File: config.mk
export PLATFORM = sky130hd
export DESIGN_NAME = demux_stream_nch
export DESIGN_NICKNAME = d
export VERILOG_FILES = /design/src/rtl/demux_stream_nch.sv
export SDC_FILE = /design/constraint.sdc
export NUM_CORES = 1
export LEC_CHECK = 0
export ABC_AREA = 1
export CORE_AREA = 10 10 47 49
export CTS_BUF_LIST = sky130_fd_sc_hd__clkbuf_8 sky130_fd_sc_hd__clkbuf_16
export DETAILED_ROUTE_END_ITERATION = 10
export DIE_AREA = 0 0 57 59
export PLACE_DENSITY = 0.65
export RECOVER_POWER = 100
export SLEW_MARGIN = 40
export SYNTH_ARGS = -nofsm -noshare
export SYNTH_HDL_FRONTEND = slang
export SYNTH_SLANG_ARGS = --single-unit
File: constraint.sdc
create_clock -name clk -period 1.5 [get_ports clk]
set_input_delay 0.3 -clock clk [delete_from_list [all_inputs] [get_ports clk]]
set_output_delay 0.3 -clock clk [all_outputs]
set_load 0.01 [all_outputs]
File: src/rtl/demux_stream_nch.sv
// Registered 1-to-NCH stream demultiplexer with a single-entry output register and full throughput.
// Words go to the in_sel channel (ADDRESSED) or to a round-robin pointer (SCAN); 1-cycle latency.
module demux_stream_nch #(
  parameter int                 WIDTH    = 1,
  parameter int                 SEL_W    = 2,
  parameter logic [WIDTH-1:0]   IDLE_VAL = '0
) (
  input  logic                        clk,
  input  logic                        rst_n,
  input  logic                        mode,
  input  logic                        in_valid,
  output logic                        in_ready,
  input  logic [WIDTH-1:0]            in_data,
  input  logic [SEL_W-1:0]            in_sel,
  output logic [(2**SEL_W)-1:0]       out_valid,
  input  logic [(2**SEL_W)-1:0]       out_ready,
  output logic [(2**SEL_W)*WIDTH-1:0] out_data,
  output logic [SEL_W-1:0]            scan_ptr
);

  localparam int NCH = 2**SEL_W;

  typedef enum logic {EMPTY, FULL} state_t;

  state_t             state_q, state_d;
  logic [WIDTH-1:0]   data_q, data_d;
  logic [SEL_W-1:0]   ch_q, ch_d;
  logic [SEL_W-1:0]   scan_q, scan_d;
  logic               drain;
  logic               accept;

  assign drain    = (state_q == FULL) && out_ready[ch_q];
  assign in_ready = (state_q == EMPTY) || drain;
  assign accept   = in_valid && in_ready;
  assign scan_ptr = scan_q;

  always_ff @(posedge clk or negedge rst_n) begin
    if (!rst_n) begin
      state_q <= EMPTY;
      data_q  <= '0;
      ch_q    <= '0;
      scan_q  <= '0;
    end else begin
      state_q <= state_d;
      data_q  <= data_d;
      ch_q    <= ch_d;
      scan_q  <= scan_d;
    end
  end

  // A same-cycle drain and accept simply overwrite the register and stay FULL.
  always_comb begin
    state_d = state_q;
    data_d  = data_q;
    ch_d    = ch_q;
    scan_d  = scan_q;
    if (accept) begin
      state_d = FULL;
      data_d  = in_data;
      ch_d    = mode ? scan_q : in_sel;
      if (mode) begin
        scan_d = scan_q + SEL_W'(1'b1);
      end
    end else if (drain) begin
      state_d = EMPTY;
    end
  end

  always_comb begin
    out_valid = '0;
    out_data  = {NCH{IDLE_VAL}};
    for (int k = 0; k < NCH; k++) begin
      if ((state_q == FULL) && (ch_q == SEL_W'(k))) begin
        out_valid[k]                  = 1'b1;
        out_data[k*WIDTH +: WIDTH]    = data_q;
      end
    end
  end

endmodule
**Word level (Yosys, flattened, before mapping)**

Cells that the tools add are included.

- Bits in registers: 6
- Bits in latches: 0
- Bits in writable memories: 0
- Memory bits (read-only): 0
- Input port bits: 11
- Memories: 0

- $add $sub $neg: 1
- Multiply operators: 0
- Div/mod/pow operators: 0
- $lt $le $gt $ge: 1
- Equal/unequal tests: 3
- Shift-type cells: 0
- Multiplexer cells: 13
- Bitwise operators: 1
- Reduce and logical (&&, ||, !) cells: 10

Operators by type and width:

| operator | count |
|---|---|
| two-way mux 1 bit | 11 |
| logical AND 1 bit | 6 |
| equality test 2 bit, second input constant | 2 |
| < comparator 2 x 3 -> 1 bit, second input constant | 1 |
| adder 2 x 1 -> 2 bit, second input constant | 1 |
| binary-select mux 1 bit (select 2 bit) | 1 |
| equality test 2 x 1 -> 1 bit, second input constant | 1 |
| zero test 2 bit | 1 |
| two-way mux 2 bit | 1 |
| AND reduction 2 bit | 1 |
| nonzero test 2 bit | 1 |
| logical OR 1 bit | 1 |
| inverter 1 bit | 1 |

**Depth between registers and ports, before layout**

- Word-level depth: 6
- Gate-level depth with buffers: 9

**Worst setup path after synthesis**

No wires, ideal clock.

- Kind: reg2out
- From: register ch_q[1]
- To: output out_data[2]
- Arrival: 954 ps
- Slack: 246 ps
- Cell stages (with the launch flop): 3
- Path buffers: 0
- Path through: dfrtp_1 > inv_2 > nor4_1

- Word-level cells in the longest chain between the ends: 3

Ends and longest elaborated chain:

| item | line | source |
|---|---|---|
| start, declared | 27 | `logic [SEL_W-1:0] ch_q, ch_d;` |
| start signal, assigned | 46 | `ch_q <= ch_d;` |
| equality test 2 bit | 73 | `if ((state_q == FULL) && (ch_q == SEL_W'(k))) begin` |
| logical AND 1 bit | 73 |  |
| two-way mux 1 bit | 73 |  |
| end, declared | 17 | `output logic [(2**SEL_W)*WIDTH-1:0] out_data,` |

Every way passes these cells.

**Worst setup path in the final report**

- From: register ch_q[0]
- To: output in_ready

- Word-level cells in the longest chain between the ends: 4

Ends and longest elaborated chain:

| item | line | source |
|---|---|---|
| binary-select mux 1 bit (select 2 bit) | 32 | `assign drain = (state_q == FULL) && out_ready[ch_q];` |
| two-way mux 1 bit (not written as such) | 32 |  |
| logical AND 1 bit | 32 |  |
| logical OR 1 bit | 33 | `assign in_ready = (state_q == EMPTY) \|\| drain;` |
| end, declared | 12 | `output logic in_ready,` |

Every way passes these cells. The select of a mux whose other input is x is not followed.

==> metrics.log <==
[metrics] port bufs: 21
[metrics] GP Congestion: 0.700
[metrics] Clk pin slew, worst setup/hold paths: roughly 0.040 ns
[metrics] Critical Path Sink Type: output pin
[metrics] global-route wire length before repair: ~2200 um
[metrics] Slew @ Worst Pin: 0.294 ns
[metrics] gr ovfl total: 0
[metrics] area growth from synthesis to final layout: 94.7%
[metrics] hold violation total from the final report: 0
[metrics] hold buffer count at cts: 0
[metrics] number of iterations in the first detailed-routing pass: 4
[metrics] number of pins exceeding their max-slew limit in the final report: 0
[metrics] data arrival time of the critical path: around 1.2 ns
[metrics] overall power: 0.00163 W
[metrics] Total Neg Setup Slack: 0 ns
[metrics] # Max-Cap Violations: 0
[metrics] number of rows in the core area: 14
[metrics] Slew Limit Headroom: 80.4%
[metrics] antenna violations before repair: 0
[metrics] maximum clock frequency: 0.670 GHz
[metrics] peak supply drop: 0.000830 V
[metrics] via count of the routed design: 481
[metrics] total core area: about 0.0014 mm2
[metrics] Max Buffers Root-to-Sink: 2
[metrics] half-perimeter wire length of the detailed placement result: 1000 um
[metrics] worst reg2reg endpoint: ch_q[1]$_DFFE_PN0P_
[metrics] vias per std cell: 4.76
[metrics] element type at the critical path start: flop
[metrics] H-Tree Level Count: 1
[metrics] # setup viols final: 0
[metrics] fraction of final layout cells sized beyond drive strength 1: approximately half
[metrics] chip height: 59 um
[metrics] full die area: between 0.003 and 0.004 mm2
[metrics] setup repair after global routing missed its margin: yes
[metrics] Reg power frac: 21.4%
[metrics] share of total power in the clock network: 14.6%
[metrics] final core area utilization: between 50% and 60%
[metrics] worst clock skew: between 0.003 and 0.004 ns
[metrics] number of instances in the synthesized netlist: 53
[metrics] unique cell type count in the Yosys netlist: 17
[metrics] switching power as a share of total power: 42.9%
[metrics] portion of total power attributed to combinational logic: ~64%
[metrics] final critical path time including I/O delays and setup: 1.49 ns
[metrics] worst endpoint required time: 1.20 ns
[metrics] Num CTS Buffers: 3
[metrics] Mapped Avg Cell Area: 7.60 um2
[metrics] Cell Area, Synth: between 400 and 500 um2
[metrics] antenna cell count: 0
[metrics] post-route DRC violation count: 0
[metrics] violation count after the first detailed-routing iteration: 5
[metrics] worst min-delay path class: input port to async pin
[metrics] detail-routed net length per standard cell: 13.4 um
[metrics] cell-internal power: 0.000933 W
[metrics] switching pwr: about 0.0007 W
[metrics] Detailed Route WL: 1360 um
[metrics] source-to-sink clock delay at the later pin of the worst-skew pair: 0.22 ns
[metrics] portion of the clock cycle consumed by the worst path in the final layout: 99.5%
[metrics] Num Clock Sinks: 6
[metrics] ratio of total power to cell area: 2080 mW/mm2
[metrics] beginning of the worst register-to-register path: ch_q[1]$_DFFE_PN0P_
[metrics] Total GRT Usage: 7.79%
[metrics] number of flip-flops and latches in the synthesized netlist: 6
[metrics] flop-to-flop setup slack: 0.16 ns
[metrics] leakage dissipation: 0.367 nW
[metrics] top post-synthesis cells by area: dfrtp_1 (37%), nand2_1 (14%), nand2_2 (6.2%)
[metrics] post-place setup slack: -0.404 ns
[metrics] clock tree from TritonCTS: yes
[metrics] area leader, netlist: dfrtp_1
[metrics] number of top-level pins: 22
[metrics] via count of the first global-routing pass: about 520
[metrics] status: finished, final reports clean
[metrics] effective utilization at floorplan: 28.7%
[metrics] number of nets in the synthesized netlist: 64
[metrics] pin count of the biggest net entering global routing: 8
[metrics] critical path peak fanout: 4
[metrics] number of antenna-violating nets in the routed design: 0
[metrics] number of nets in the layout: 98
[metrics] Synth top area share: 37.3%
[metrics] Worst Slack Setup Final: 0.00824 ns
[metrics] die boundary width: 57 um
[metrics] WS Path Type: flop to output pin
[metrics] CTS Root Buffer Type: clkbuf_8
[metrics] sequential-to-total area share from yosys stat: 37.3%
[metrics] worst-case reg-to-reg path depth: 8
[metrics] warnings from Yosys: 0
per-stage QoR:
| step | instance area [um2] | instances | hold WS, ns |
|---|---|---|---|
| 2_1_floorplan | 403 | 53 | 0.00441 |
| 3_3_place_gp | 687 | 96 | 0.461 |
| 3_5_place_dp | 687 | 96 | 0.460 |
| 4_1_cts | 733 | 101 | 0.346 |
| 5_1_grt | 785 | 101 | 0.421 |
| 6_report | 785 | 101 | 0.399 |
per-layer routing:
metal / wire, um / track usage, % / vias up
li1: - / - / 243
met1: 525 / 7.99 / 214
met2: 655 / 13.0 / 24
met3: 176 / 4.94 / 0
met4: 0 / 2.01 / 0
met5: 0 / 0 / -
layout by cell type, fill, tap and decap left out:
cell | Yosys | layout
inv_2 | 2 | 1
o21ai_0 | 1 | 1
dlygate4sd3_1 | 0 | 1
clkbuf_8 | 0 | 3
nand3_4 | 1 | 1
clkbuf_2 | 0 | 2
buf_2 | 0 | 6
nor3_1 | 4 | 1
nor4_4 | 0 | 2
dfrtp_2 | 0 | 2
inv_6 | 1 | 1
nand4_1 | 2 | 2
buf_4 | 0 | 4
dfrtp_1 | 6 | 4
inv_4 | 0 | 1
nor4_2 | 0 | 2
buf_6 | 1 | 5
nor3_2 | 0 | 3
inv_1 | 5 | 5
nand3_1 | 3 | 3
o21ai_1 | 1 | 1
clkdlybuf4s50_1 | 0 | 11
buf_12 | 0 | 1
o21ai_2 | 1 | 1
nand2_2 | 4 | 8
nand2_1 | 15 | 12
a21oi_1 | 1 | 1
timing repair:
item                                    CTS  global route
buffers inserted                          2             0
endpoints found under the setup margin    9             8
pin swaps                                 0             5
gates resized for setup                  42            18
state kept, by name, indices dropped and copies added, names as in the netlist:
signal	flops
data_q	1
state_q	1
ch_q	2
scan_ptr	2
critical path: stages, from the launching register on:
cell     delay [ns]
dfrtp_2        0.44
buf_6          0.15
nand2_2        0.04
nand2_1        0.06
nand2_2        0.08
nand3_4        0.08
buf_6          0.13
cells by family after synthesis:
group / Yosys count / synth area share (%)
AOI/OAI and AO/OA: 4 / 5.90
buffers and inverters: 9 / 11.5
and+or+nand+nor: 34 / 45.3
DFF: 6 / 37.3
power by group through the flow:
stage	Clock (W)	Combinational [W]	Sequential (W)
finish	0.000238	0.00105	0.000349
global route	0.000254	0.00115	0.000361
CTS	0.000242	0.000922	0.000328
detailed placement	0	0.000905	0.000333
global placement	0	0.000888	0.000331
floorplan	0	0.000435	0.000322
worst max path at each step:
stage          slack, ns                 from           to
2_1_floorplan       0.25  ch_q[1]$_DFFE_PN0P_  out_data[2]
3_3_place_gp       -0.38         out_ready[1]     in_ready
3_5_place_dp       -0.40         out_ready[1]     in_ready
4_1_cts            -0.04  ch_q[0]$_DFFE_PN0P_  out_data[0]
5_1_grt            -0.04  ch_q[0]$_DFFE_PN0P_     in_ready
6_report           0.008  ch_q[0]$_DFFE_PN0P_     in_ready
Yosys cell counts:
cell	number
nand4_1	2
inv_2	2
a21oi_1	1
o21ai_0	1
o21ai_1	1
dfrtp_1	6
o21ai_2	1
buf_6	1
nand2_2	4
inv_6	1
nor4_1	4
nand3_4	1
nand3_1	3
nor3_1	4
nand2_1	15
inv_1	5
nand2_4	1
final cells by class:
| cell class | instances | area (um2) |
|---|---|---|
| Clock buffer | 3 | 41.3 |
| Fill cell | 149 | 617 |
| Inverter | 8 | 37.5 |
| Multi-Input combinational cell | 38 | 267 |
| Sequential cell | 6 | 153 |
| Tap cell | 16 | 20.0 |
| Timing Repair Buffer | 30 | 267 |
(Power assumes the default switching activity.)
